===== src/rtl/wb_arbiter_if.sv =====
// wb_arbiter_if: writeback bundle (requesters, flush, output packet); master = arbiter side, slave = environment side
interface wb_arbiter_if #(
  parameter int N_REQ = 4,
  parameter int ROB_W = 5,
  parameter int PHYS_W = 6,
  parameter int EPOCH_W = 3
);
  logic [N_REQ-1:0] req_valid, req_ready, req_uses_rd;
  logic [N_REQ*ROB_W-1:0] req_rob_idx;
  logic [N_REQ*PHYS_W-1:0] req_prd;
  logic [N_REQ*32-1:0] req_data, req_pc;
  logic [N_REQ*EPOCH_W-1:0] req_epoch;
  logic flush_valid, out_valid, out_ready, out_uses_rd;
  logic [1:0] out_src;
  logic [ROB_W-1:0] out_rob_idx;
  logic [PHYS_W-1:0] out_prd;
  logic [31:0] out_data, out_pc;
  logic [EPOCH_W-1:0] out_epoch;
  modport master (
    input req_valid, req_uses_rd, req_rob_idx, req_prd, req_data, req_pc, req_epoch, flush_valid, out_ready,
    output req_ready, out_valid, out_src, out_rob_idx, out_prd, out_data, out_pc, out_epoch, out_uses_rd
  );
  modport slave (
    output req_valid, req_uses_rd, req_rob_idx, req_prd, req_data, req_pc, req_epoch, flush_valid, out_ready,
    input req_ready, out_valid, out_src, out_rob_idx, out_prd, out_data, out_pc, out_epoch, out_uses_rd
  );
endinterface


===== src/rtl/wb_arbiter.sv =====
// wb_arbiter: round-robin writeback arbiter with starvation override into one registered output entry; ports clk, rst, bus (wb_arbiter_if.master)
module wb_arbiter #(
  parameter int N_REQ = 4,
  parameter int ROB_W = 5,
  parameter int PHYS_W = 6,
  parameter int EPOCH_W = 3,
  parameter int STARVE_MAX = 7
) (
  input logic clk,
  input logic rst,
  wb_arbiter_if.master bus
);
  localparam int CW = $clog2(STARVE_MAX + 1);
  logic [CW-1:0] wait_q [N_REQ];
  logic [1:0] rr_q, rr_d, g, src_q;
  logic [N_REQ-1:0] starve;
  logic found, can_load, grant, out_valid_q, uses_q;
  logic [ROB_W-1:0] rob_q;
  logic [PHYS_W-1:0] prd_q;
  logic [31:0] data_q, pc_q;
  logic [EPOCH_W-1:0] epoch_q;
  assign can_load = !out_valid_q || bus.out_ready;
  assign grant = can_load && !bus.flush_valid && !rst && found;
  assign bus.req_ready = grant ? N_REQ'(1) << g : '0;
  assign rr_d = !grant ? rr_q : (g == 2'(N_REQ - 1)) ? 2'd0 : g + 2'd1;
  always_comb begin
    g = rr_q;
    found = 1'b0;
    for (int k = 0; k < N_REQ; k++) begin
      starve[k] = bus.req_valid[k] && wait_q[k] == CW'(STARVE_MAX);
      if (!found && bus.req_valid[(int'(rr_q) + k) % N_REQ]) begin
        g = 2'((int'(rr_q) + k) % N_REQ);
        found = 1'b1;
      end
    end
    for (int k = N_REQ - 1; k >= 0; k--)
      if (starve[k]) g = 2'(k);
  end
  always_ff @(posedge clk) begin
    if (rst) begin
      out_valid_q <= 1'b0;
      src_q <= '0;
      rob_q <= '0;
      prd_q <= '0;
      data_q <= '0;
      pc_q <= '0;
      epoch_q <= '0;
      uses_q <= 1'b0;
      rr_q <= '0;
      for (int k = 0; k < N_REQ; k++) wait_q[k] <= '0;
    end else begin
      rr_q <= rr_d;
      for (int k = 0; k < N_REQ; k++)
        wait_q[k] <= (bus.flush_valid || !bus.req_valid[k] || bus.req_ready[k]) ? '0 :
                     wait_q[k] + CW'(wait_q[k] != CW'(STARVE_MAX));
      if (grant) begin
        out_valid_q <= 1'b1;
        src_q <= g;
        rob_q <= bus.req_rob_idx[int'(g)*ROB_W +: ROB_W];
        prd_q <= bus.req_prd[int'(g)*PHYS_W +: PHYS_W];
        data_q <= bus.req_data[int'(g)*32 +: 32];
        pc_q <= bus.req_pc[int'(g)*32 +: 32];
        epoch_q <= bus.req_epoch[int'(g)*EPOCH_W +: EPOCH_W];
        uses_q <= bus.req_uses_rd[g];
      end else if (bus.flush_valid || bus.out_ready) out_valid_q <= 1'b0;
    end
  end
  assign bus.out_valid = out_valid_q;
  assign bus.out_src = src_q;
  assign bus.out_rob_idx = rob_q;
  assign bus.out_prd = prd_q;
  assign bus.out_data = data_q;
  assign bus.out_pc = pc_q;
  assign bus.out_epoch = epoch_q;
  assign bus.out_uses_rd = uses_q;
endmodule


===== src/flat_wrapper.sv =====
// flat-port wrapper written by rule: the top's interface ports become plain ports
module wb_arbiter_flat 
#(
  parameter int N_REQ = 4,
  parameter int ROB_W = 5,
  parameter int PHYS_W = 6,
  parameter int EPOCH_W = 3,
  parameter int STARVE_MAX = 7
)
  (clk, rst, bus_req_valid, bus_req_uses_rd, bus_req_rob_idx, bus_req_prd, bus_req_data, bus_req_pc, bus_req_epoch, bus_flush_valid, bus_out_ready, bus_req_ready, bus_out_valid, bus_out_src, bus_out_rob_idx, bus_out_prd, bus_out_data, bus_out_pc, bus_out_epoch, bus_out_uses_rd);
  wb_arbiter_if #(.N_REQ(N_REQ), .ROB_W(ROB_W), .PHYS_W(PHYS_W), .EPOCH_W(EPOCH_W)) bus_i ();
  input logic clk;
  input logic rst;
  input wire logic [$bits(bus_i.req_valid)-1:0] bus_req_valid;
  input wire logic [$bits(bus_i.req_uses_rd)-1:0] bus_req_uses_rd;
  input wire logic [$bits(bus_i.req_rob_idx)-1:0] bus_req_rob_idx;
  input wire logic [$bits(bus_i.req_prd)-1:0] bus_req_prd;
  input wire logic [$bits(bus_i.req_data)-1:0] bus_req_data;
  input wire logic [$bits(bus_i.req_pc)-1:0] bus_req_pc;
  input wire logic [$bits(bus_i.req_epoch)-1:0] bus_req_epoch;
  input wire logic [$bits(bus_i.flush_valid)-1:0] bus_flush_valid;
  input wire logic [$bits(bus_i.out_ready)-1:0] bus_out_ready;
  output wire logic [$bits(bus_i.req_ready)-1:0] bus_req_ready;
  output wire logic [$bits(bus_i.out_valid)-1:0] bus_out_valid;
  output wire logic [$bits(bus_i.out_src)-1:0] bus_out_src;
  output wire logic [$bits(bus_i.out_rob_idx)-1:0] bus_out_rob_idx;
  output wire logic [$bits(bus_i.out_prd)-1:0] bus_out_prd;
  output wire logic [$bits(bus_i.out_data)-1:0] bus_out_data;
  output wire logic [$bits(bus_i.out_pc)-1:0] bus_out_pc;
  output wire logic [$bits(bus_i.out_epoch)-1:0] bus_out_epoch;
  output wire logic [$bits(bus_i.out_uses_rd)-1:0] bus_out_uses_rd;
  assign bus_i.req_valid = bus_req_valid;
  assign bus_i.req_uses_rd = bus_req_uses_rd;
  assign bus_i.req_rob_idx = bus_req_rob_idx;
  assign bus_i.req_prd = bus_req_prd;
  assign bus_i.req_data = bus_req_data;
  assign bus_i.req_pc = bus_req_pc;
  assign bus_i.req_epoch = bus_req_epoch;
  assign bus_i.flush_valid = bus_flush_valid;
  assign bus_i.out_ready = bus_out_ready;
  assign bus_req_ready = bus_i.req_ready;
  assign bus_out_valid = bus_i.out_valid;
  assign bus_out_src = bus_i.out_src;
  assign bus_out_rob_idx = bus_i.out_rob_idx;
  assign bus_out_prd = bus_i.out_prd;
  assign bus_out_data = bus_i.out_data;
  assign bus_out_pc = bus_i.out_pc;
  assign bus_out_epoch = bus_i.out_epoch;
  assign bus_out_uses_rd = bus_i.out_uses_rd;
  wb_arbiter #(.N_REQ(N_REQ), .ROB_W(ROB_W), .PHYS_W(PHYS_W), .EPOCH_W(EPOCH_W), .STARVE_MAX(STARVE_MAX)) u_core (.clk(clk), .rst(rst), .bus(bus_i));
endmodule

===== config.mk =====
export PLATFORM = sky130hd
export DESIGN_NAME = wb_arbiter_flat
export DESIGN_NICKNAME = d
export VERILOG_FILES = /design/src/rtl/wb_arbiter_if.sv /design/src/rtl/wb_arbiter.sv /design/src/flat_wrapper.sv
export SDC_FILE = /design/constraint.sdc
export NUM_CORES = 1
export LEC_CHECK = 0
export BUFFER_PORTS_ARGS = -buffer_cell sky130_fd_sc_hd__buf_2
export CORE_AREA = 8 8 155 157
export DETAILED_ROUTE_END_ITERATION = 8
export DIE_AREA = 0 0 163 165
export GPL_TIMING_DRIVEN = 0
export PLACE_DENSITY = 0.57
export SLEW_MARGIN = 20
export SYNTH_ARGS = -nofsm -noshare
export SYNTH_HDL_FRONTEND = slang
export SYNTH_SLANG_ARGS = --single-unit

===== constraint.sdc =====
create_clock -name clk -period 2.78 [get_ports clk]
set_input_delay 0.278 -clock clk [delete_from_list [all_inputs] [get_ports clk]]
set_output_delay 0.278 -clock clk [all_outputs]
set_load 0.005 [all_outputs]

Word-level counts from Yosys, hierarchy flattened
Memory sizes are Yosys's and may differ from the RTL's.
Index checks and enable logic that the tools add are counted.
{"block": "op_classes", "add_sub_neg": 8, "bitwise_logic": 7, "mul": 3, "reduce_logical": 34, "magnitude_cmp": 5, "muxes": 39, "shift": 6, "n_eq_ne": 9}
{"operator": "$shiftx A128 B8 Y32", "n": 2}
{"operator": "$shiftx A12 B32 Y3", "n": 1}
{"operator": "$shiftx A20 B32 Y5", "n": 1}
{"operator": "$shiftx A24 B32 Y6", "n": 1}
{"operator": "$mux W3", "n": 8}
{"operator": "$mux W1", "n": 17}
{"operator": "$mux W2", "n": 8}
{"operator": "$add A3 B1 Y3", "n": 4}
{"operator": "$eq A3 B3 Y1 const B", "n": 4}
{"operator": "$lt A3 B4 Y1 const B", "n": 3}
{"operator": "$ne A3 B3 Y1 const B", "n": 4}
{"operator": "$bmux W1 S2", "n": 5}
{"operator": "$logic_and A1 B1 Y1", "n": 10}
{"operator": "$logic_not A1 Y1", "n": 10}
{"operator": "$logic_or A1 B1 Y1", "n": 10}
{"operator": "$mul A2 B2 Y4 const B", "n": 2}
{"operator": "$lt A2 B3 Y1 const B", "n": 2}
{"operator": "$reduce_or A2 Y1", "n": 3}
{"operator": "$mul A2 B3 Y5 const B", "n": 1}
{"operator": "$add A2 B1 Y2 const B", "n": 2}
{"operator": "$add A2 B2 Y2 const B", "n": 2}
{"operator": "$mux W4", "n": 1}
{"operator": "$or A1 B1 Y1", "n": 4}
{"operator": "$shl A1 B2 Y4 const A", "n": 1}
{"operator": "3 further kinds", "n": 5}
{"block": "totals", "out_inout_bits": 86, "elab_cells": 121, "mem_count": 1, "mem_bits_rw": 12, "in_bits": 324, "ff_bits": 84}
{"name": "u_core.wait_q", "depth": 4, "word_bits": 3, "rd": 4, "rd_ports_with_merged_regs": 0, "write_ports": 4, "line": "wb_arbiter.sv:14", "rtl": "logic [CW-1:0] wait_q [N_REQ];"}

Logic depth before layout (Yosys ltp)
{"block": "logic_depth", "ltp_word": 23, "mapped_depth": 13, "depth_no_buf": 9}

Worst setup path after synthesis
OpenSTA, ideal clock, no wires.
{"block": "synth_path", "path_type": "input -> register", "from": "in bus_req_valid[2]", "to": "mem u_core.wait_q[3][0] (netlist bit)", "stages": 13, "n_path_buf": 4, "t_arrival_ns": 2.345, "setup_ns": 0.115, "required_time_ns": 2.665, "path_slack_ns": 0.321, "cell_sequence": "buf_6 -> nor2b_1 -> o21a_1 -> or4_1 -> buf_2 -> and2_4 -> clkinv_4 -> buf_8 -> buf_8 -> ha_1 -> nand2_1 -> and3_1 -> and2_1"}
{"element": "from (decl)", "line": "flat_wrapper.sv:14", "rtl": "input wire logic [$bits(bus_i.req_valid)-1:0] bus_req_valid;"}
{"element": "to (decl)", "line": "wb_arbiter.sv:14"}

Worst setup path after layout
{"block": "layout_path", "from": "reg u_core.rr_q[0]", "to": "out bus_req_ready[3]"}
{"block": "layout_between", "elab_chain_len": 18, "elab_cells_between_ends": 34, "cone_classes": "add/sub: 3; shift: 1; mux: 23; reduce/logical: 7"}
{"element": "from (decl)", "line": "wb_arbiter.sv:15", "rtl": "logic [1:0] rr_q, rr_d, g, src_q;"}
{"element": "from (signal assigned)", "line": "wb_arbiter.sv:52", "rtl": "rr_q <= rr_d;"}
{"element": "$add A2 B1 Y2 / $bmux W1 S2 (equally long branches)", "line": "wb_arbiter.sv:31, wb_arbiter.sv:32"}
{"element": "$bmux W1 S2 / $mux W1 (equally long branches)", "line": "wb_arbiter.sv:31", "rtl": "if (!found && bus.req_valid[(int'(rr_q) + k) % N_REQ]) begin"}
{"element": "$mux W1 (not written as such)", "line": "wb_arbiter.sv:31"}
{"element": "$mux W1 (not written as such) / $logic_not A1 Y1 (equally long branches)", "line": "wb_arbiter.sv:31"}
{"element": "$logic_and A1 B1 Y1", "line": "wb_arbiter.sv:31"}
{"element": "$mux W1", "line": "wb_arbiter.sv:31"}
{"element": "$logic_not A1 Y1", "line": "wb_arbiter.sv:31"}
{"element": "$logic_and A1 B1 Y1", "line": "wb_arbiter.sv:31"}
{"element": "$mux W1", "line": "wb_arbiter.sv:31"}
{"element": "$logic_not A1 Y1", "line": "wb_arbiter.sv:31"}
{"element": "$logic_and A1 B1 Y1", "line": "wb_arbiter.sv:31"}
{"element": "$mux W2 *", "line": "wb_arbiter.sv:31"}
{"element": "$mux W2 * (4 in series)", "line": "wb_arbiter.sv:37", "rtl": "if (starve[k]) g = 2'(k);"}
{"element": "named net u_core.g[0]", "line": "wb_arbiter.sv:15"}
{"element": "$shl A1 B2 Y4 *", "line": "wb_arbiter.sv:24", "rtl": "assign bus.req_ready = grant ? N_REQ'(1) << g : '0;"}
{"element": "$mux W4 *", "line": "wb_arbiter.sv:24"}
{"element": "to (decl)", "line": "flat_wrapper.sv:23", "rtl": "output wire logic [$bits(bus_i.req_ready)-1:0] bus_req_ready;"}
The timed path passes the listed nets; every way through them passes the cells marked *. The select of a mux whose other input is x is not followed.

==> flow_metrics.env <==
export IMPL_max_vdd_ir_drop_v=0.000330
export IMPL_syn_area_mm2=0.00652
export IMPL_clkSinkCount=96
export IMPL_endpoint_kind="primary output"
export IMPL_relSlewSlack_pct=41.3
export IMPL_rsz0062_at_grt="yes"
export IMPL_portBuffers=408
export IMPL_ys_seq_elements=96
export IMPL_grt_remaining_overflow=0
export IMPL_p_per_area_mw_per_mm2=479
export IMPL_cts_tree="done"
export IMPL_viasPerCell=5.40
export IMPL_syn_nets=1096
export IMPL_clk_pin_slew_ps=80
export IMPL_grt_pass1_wl_um=48900
export IMPL_place_gp_congestion=0.860
export IMPL_antenna_found_initial=10
export IMPL_max_cap_violations=0
export IMPL_hold_class="in -> reg"
export IMPL_required_ps=2500
export IMPL_max_slew_worst_pin_slew_ps=878
export IMPL_min_path_cells=3
export IMPL_min_period_ps=2710
export IMPL_ys_warn_count=0
export IMPL_cts_root_buf="clkbuf_16"
export IMPL_path_buf_inv=5
export IMPL_nets=1518
export IMPL_fp_dieW_um=163
export IMPL_worstPathArrival_ps=2430
export IMPL_postSynthAreaPerCell_um2=8.58
export IMPL_drtPass1Iterations=5
export IMPL_wirelength_um=33900
export IMPL_die_h_um=165
export IMPL_start_kind="flip-flop"
export IMPL_num_vias=7966
export IMPL_cts_htree_levels=3
export IMPL_hold_buffers=0
export IMPL_setup_viol=0
export IMPL_fmax_mhz=369
export IMPL_fin_hold_ws_ps=230
export IMPL_core_mm2=0.0215
export IMPL_initial_core_util_pct=30.4
export IMPL_synthCells=760
export IMPL_drv_slew=0
export IMPL_drc_errors=0
export IMPL_outcome="finished clean"
export IMPL_io_pins=410
export IMPL_first_iter_violations=488
export IMPL_worst_setup_path_type="reg -> out"
export IMPL_p_leak_nw=4.31
export IMPL_worstSkewPairLatency_ps=360
export IMPL_cp_depth=11
export IMPL_clock_skew_ps=13.6
export IMPL_cp_max_fo=11
export IMPL_grt_pass1_vias=8203
export IMPL_slowest_stage="or4_1"
export IMPL_hold_violations=0
export IMPL_final_cell_mix="buf_2 (410), and3_1 (119), a211oi_1 (96), dfxtp_1 (94), clkbuf_1 (72)"
export IMPL_clock_path_buffers=2
export IMPL_cts_buffers=9
export IMPL_power_total_mw=4.45
export IMPL_die_area_mm2=0.0269
export IMPL_placement_rows=54
export IMPL_n_fill_cell=2264
export IMPL_ys_types=38
export IMPL_grt_max_degree=20
export IMPL_max_stage_delay_ps=520
export IMPL_layout_commonest_cell="buf_2"
export IMPL_area_growth_pct=42.4
export IMPL_wl_per_cell_um=23.0
export IMPL_dpl_hpwl_um=27400
export IMPL_path_cells="nor2b_1 -> o21a_1 -> or4_1 -> buf_6 -> and2_4 -> clkinv_8 -> buf_8 -> ha_1 -> nand2_1 -> inv_1 -> buf_2"
export IMPL_ys_seq_area_share_pct=29.5
export IMPL_grt_total_usage_pct=23.8
export IMPL_finalCritPeriodShare_pct=97.5
export IMPL_rr_worst_depth=10
export IMPL_postRouteAntennaNets=0
export IMPL_critical_path_top_delay_family="simple AND/OR/NAND/NOR gates"
export IMPL_drive_above_1_share_pct=41.9
==> state kept, by name (all words and copies together), names as in the netlist <==
name                    flops
u_core.bus.out_rob_idx      5
u_core.bus.out_src          2
u_core.bus.out_prd          6
u_core.bus.out_valid        1
u_core.bus.out_epoch        3
u_core.bus.out_data        32
u_core.bus.out_uses_rd      1
u_core.wait_q              12
u_core.bus.out_pc          32
u_core.rr_q                 2
==> tightest hold or removal path: stages <==
cell and delay (ps):
buf_2 70, nand2b_1 110, a21boi_0 80
==> stage by stage <==
step	std cells	instance area [um^2]	setup TNS, ps	setup WS (ps)	util [%]
6_report	1474	9290	0	68.4	43.2
2_1_floorplan	760	6520	0	321	-
3_3_place_gp	1448	8920	-36110	-709	41.5
5_1_grt	1474	9290	-95.0	-60.4	43.2
3_5_place_dp	1448	8920	-38010	-724	41.5
4_1_cts	1466	9260	0	5.86	43.1
==> what timing repair did <==
item | 4_1_cts | 5_1_grt
setup buffers | 4 | 2
gates resized for setup | 9 | 7
endpoints found under the hold margin | 0 | 0
pin swaps | 2 | 0
setup endpoints to repair | 98 | 26
==> logic make-up after synthesis <==
logic type	share of synthesized area [%]
AOI/OAI and AO/OA	37.6
buffers and inverters	7.40
and+or+nand+nor	22.7
xor gates and xnor gates	0.537
DFF	29.5
adders and majority gates	2.30
==> synth_stat cells <==
library cell / instances / area share (%)
and3_1: 119 / 11
a211oi_1: 96 / 11
dfxtp_1: 96 / 29
clkbuf_1: 76 / 4.4
o31ai_1: 59 / 6.8
nand2_1: 49 / 2.8
a21boi_0: 45 / 5.2
a311oi_1: 44 / 5.9
nand3b_1: 44 / 5.1
o31ai_2: 21 / 4.0
a211oi_2: 18 / 3.5
and2_1: 13 / 1.2
ha_1: 12 / 2.3
buf_4: 8 / 0.92
a21oi_1: 6 / 0.46
inv_1: 6 / 0.35
buf_2: 4 / 0.31
buf_8: 4 / 0.92
nand3_1: 4 / 0.31
nor2_1: 4 / 0.23
xor2_1: 4 / 0.54
nand2b_1: 3 / 0.29
nand4_1: 3 / 0.29
nor2b_1: 3 / 0.29
o21ai_0: 3 / 0.23
buf_6: 2 / 0.35
o21a_1: 2 / 0.23
or2_2: 2 / 0.19
and2_4: 1 / 0.13
clkinv_4: 1 / 0.13
inv_2: 1 / 0.057
nor3_1: 1 / 0.077
nor4_1: 1 / 0.096
o21ai_1: 1 / 0.077
o21bai_1: 1 / 0.12
o2bb2ai_1: 1 / 0.13
or3_1: 1 / 0.096
or4_1: 1 / 0.12
==> power breakdown <==
group	internal (mW)	total (mW)	switching, mW
clock	0.629	1.27	0.642
sequential	1.53	1.60	0.0794
combinational	0.689	1.57	0.883
total	2.84	4.45	1.60
==> area by class of cell <==
class                   count  area [um^2]  area share [%]
well taps                 280          350            3.77
inverters                   8         42.5           0.458
clock buffers               9          225            2.42
diodes                      7         17.5           0.189
plain buffers              91          434            4.67
clock inverters             7         65.1           0.700
multi-input cells         562         4140            44.6
flip-flops and latches     96         1930            20.7
repair buffers            414         2090            22.5
==> path summary, 6_finish.rpt <==
check / start / to / slack, ps
max: u_core.rr_q[0]$_SDFFE_PP0P_ / bus_req_ready[3] / 70
min: bus_out_ready / u_core.bus.out_valid$_SDFFE_PP0P_ / 230
max reg2reg: u_core.rr_q[0]$_SDFFE_PP0P_ / u_core.bus.out_data[23]$_SDFFE_PP0P_ / 80
min reg2reg: u_core.bus.out_data[6]$_SDFFE_PP0P_ / u_core.bus.out_data[6]$_SDFFE_PP0P_ / 450
==> routing by layer <==
layer,up-vias,wire length [um],part of all wire [%],track usage [%]
met1,3760,14100,41,28.3
met4,6,585,1.7,7.30
li1,3825,-,-,-
met5,-,34,0.10,0
met3,39,2660,7.8,7.00
met2,336,16600,49,40.5
(Power assumes the default switching activity.)
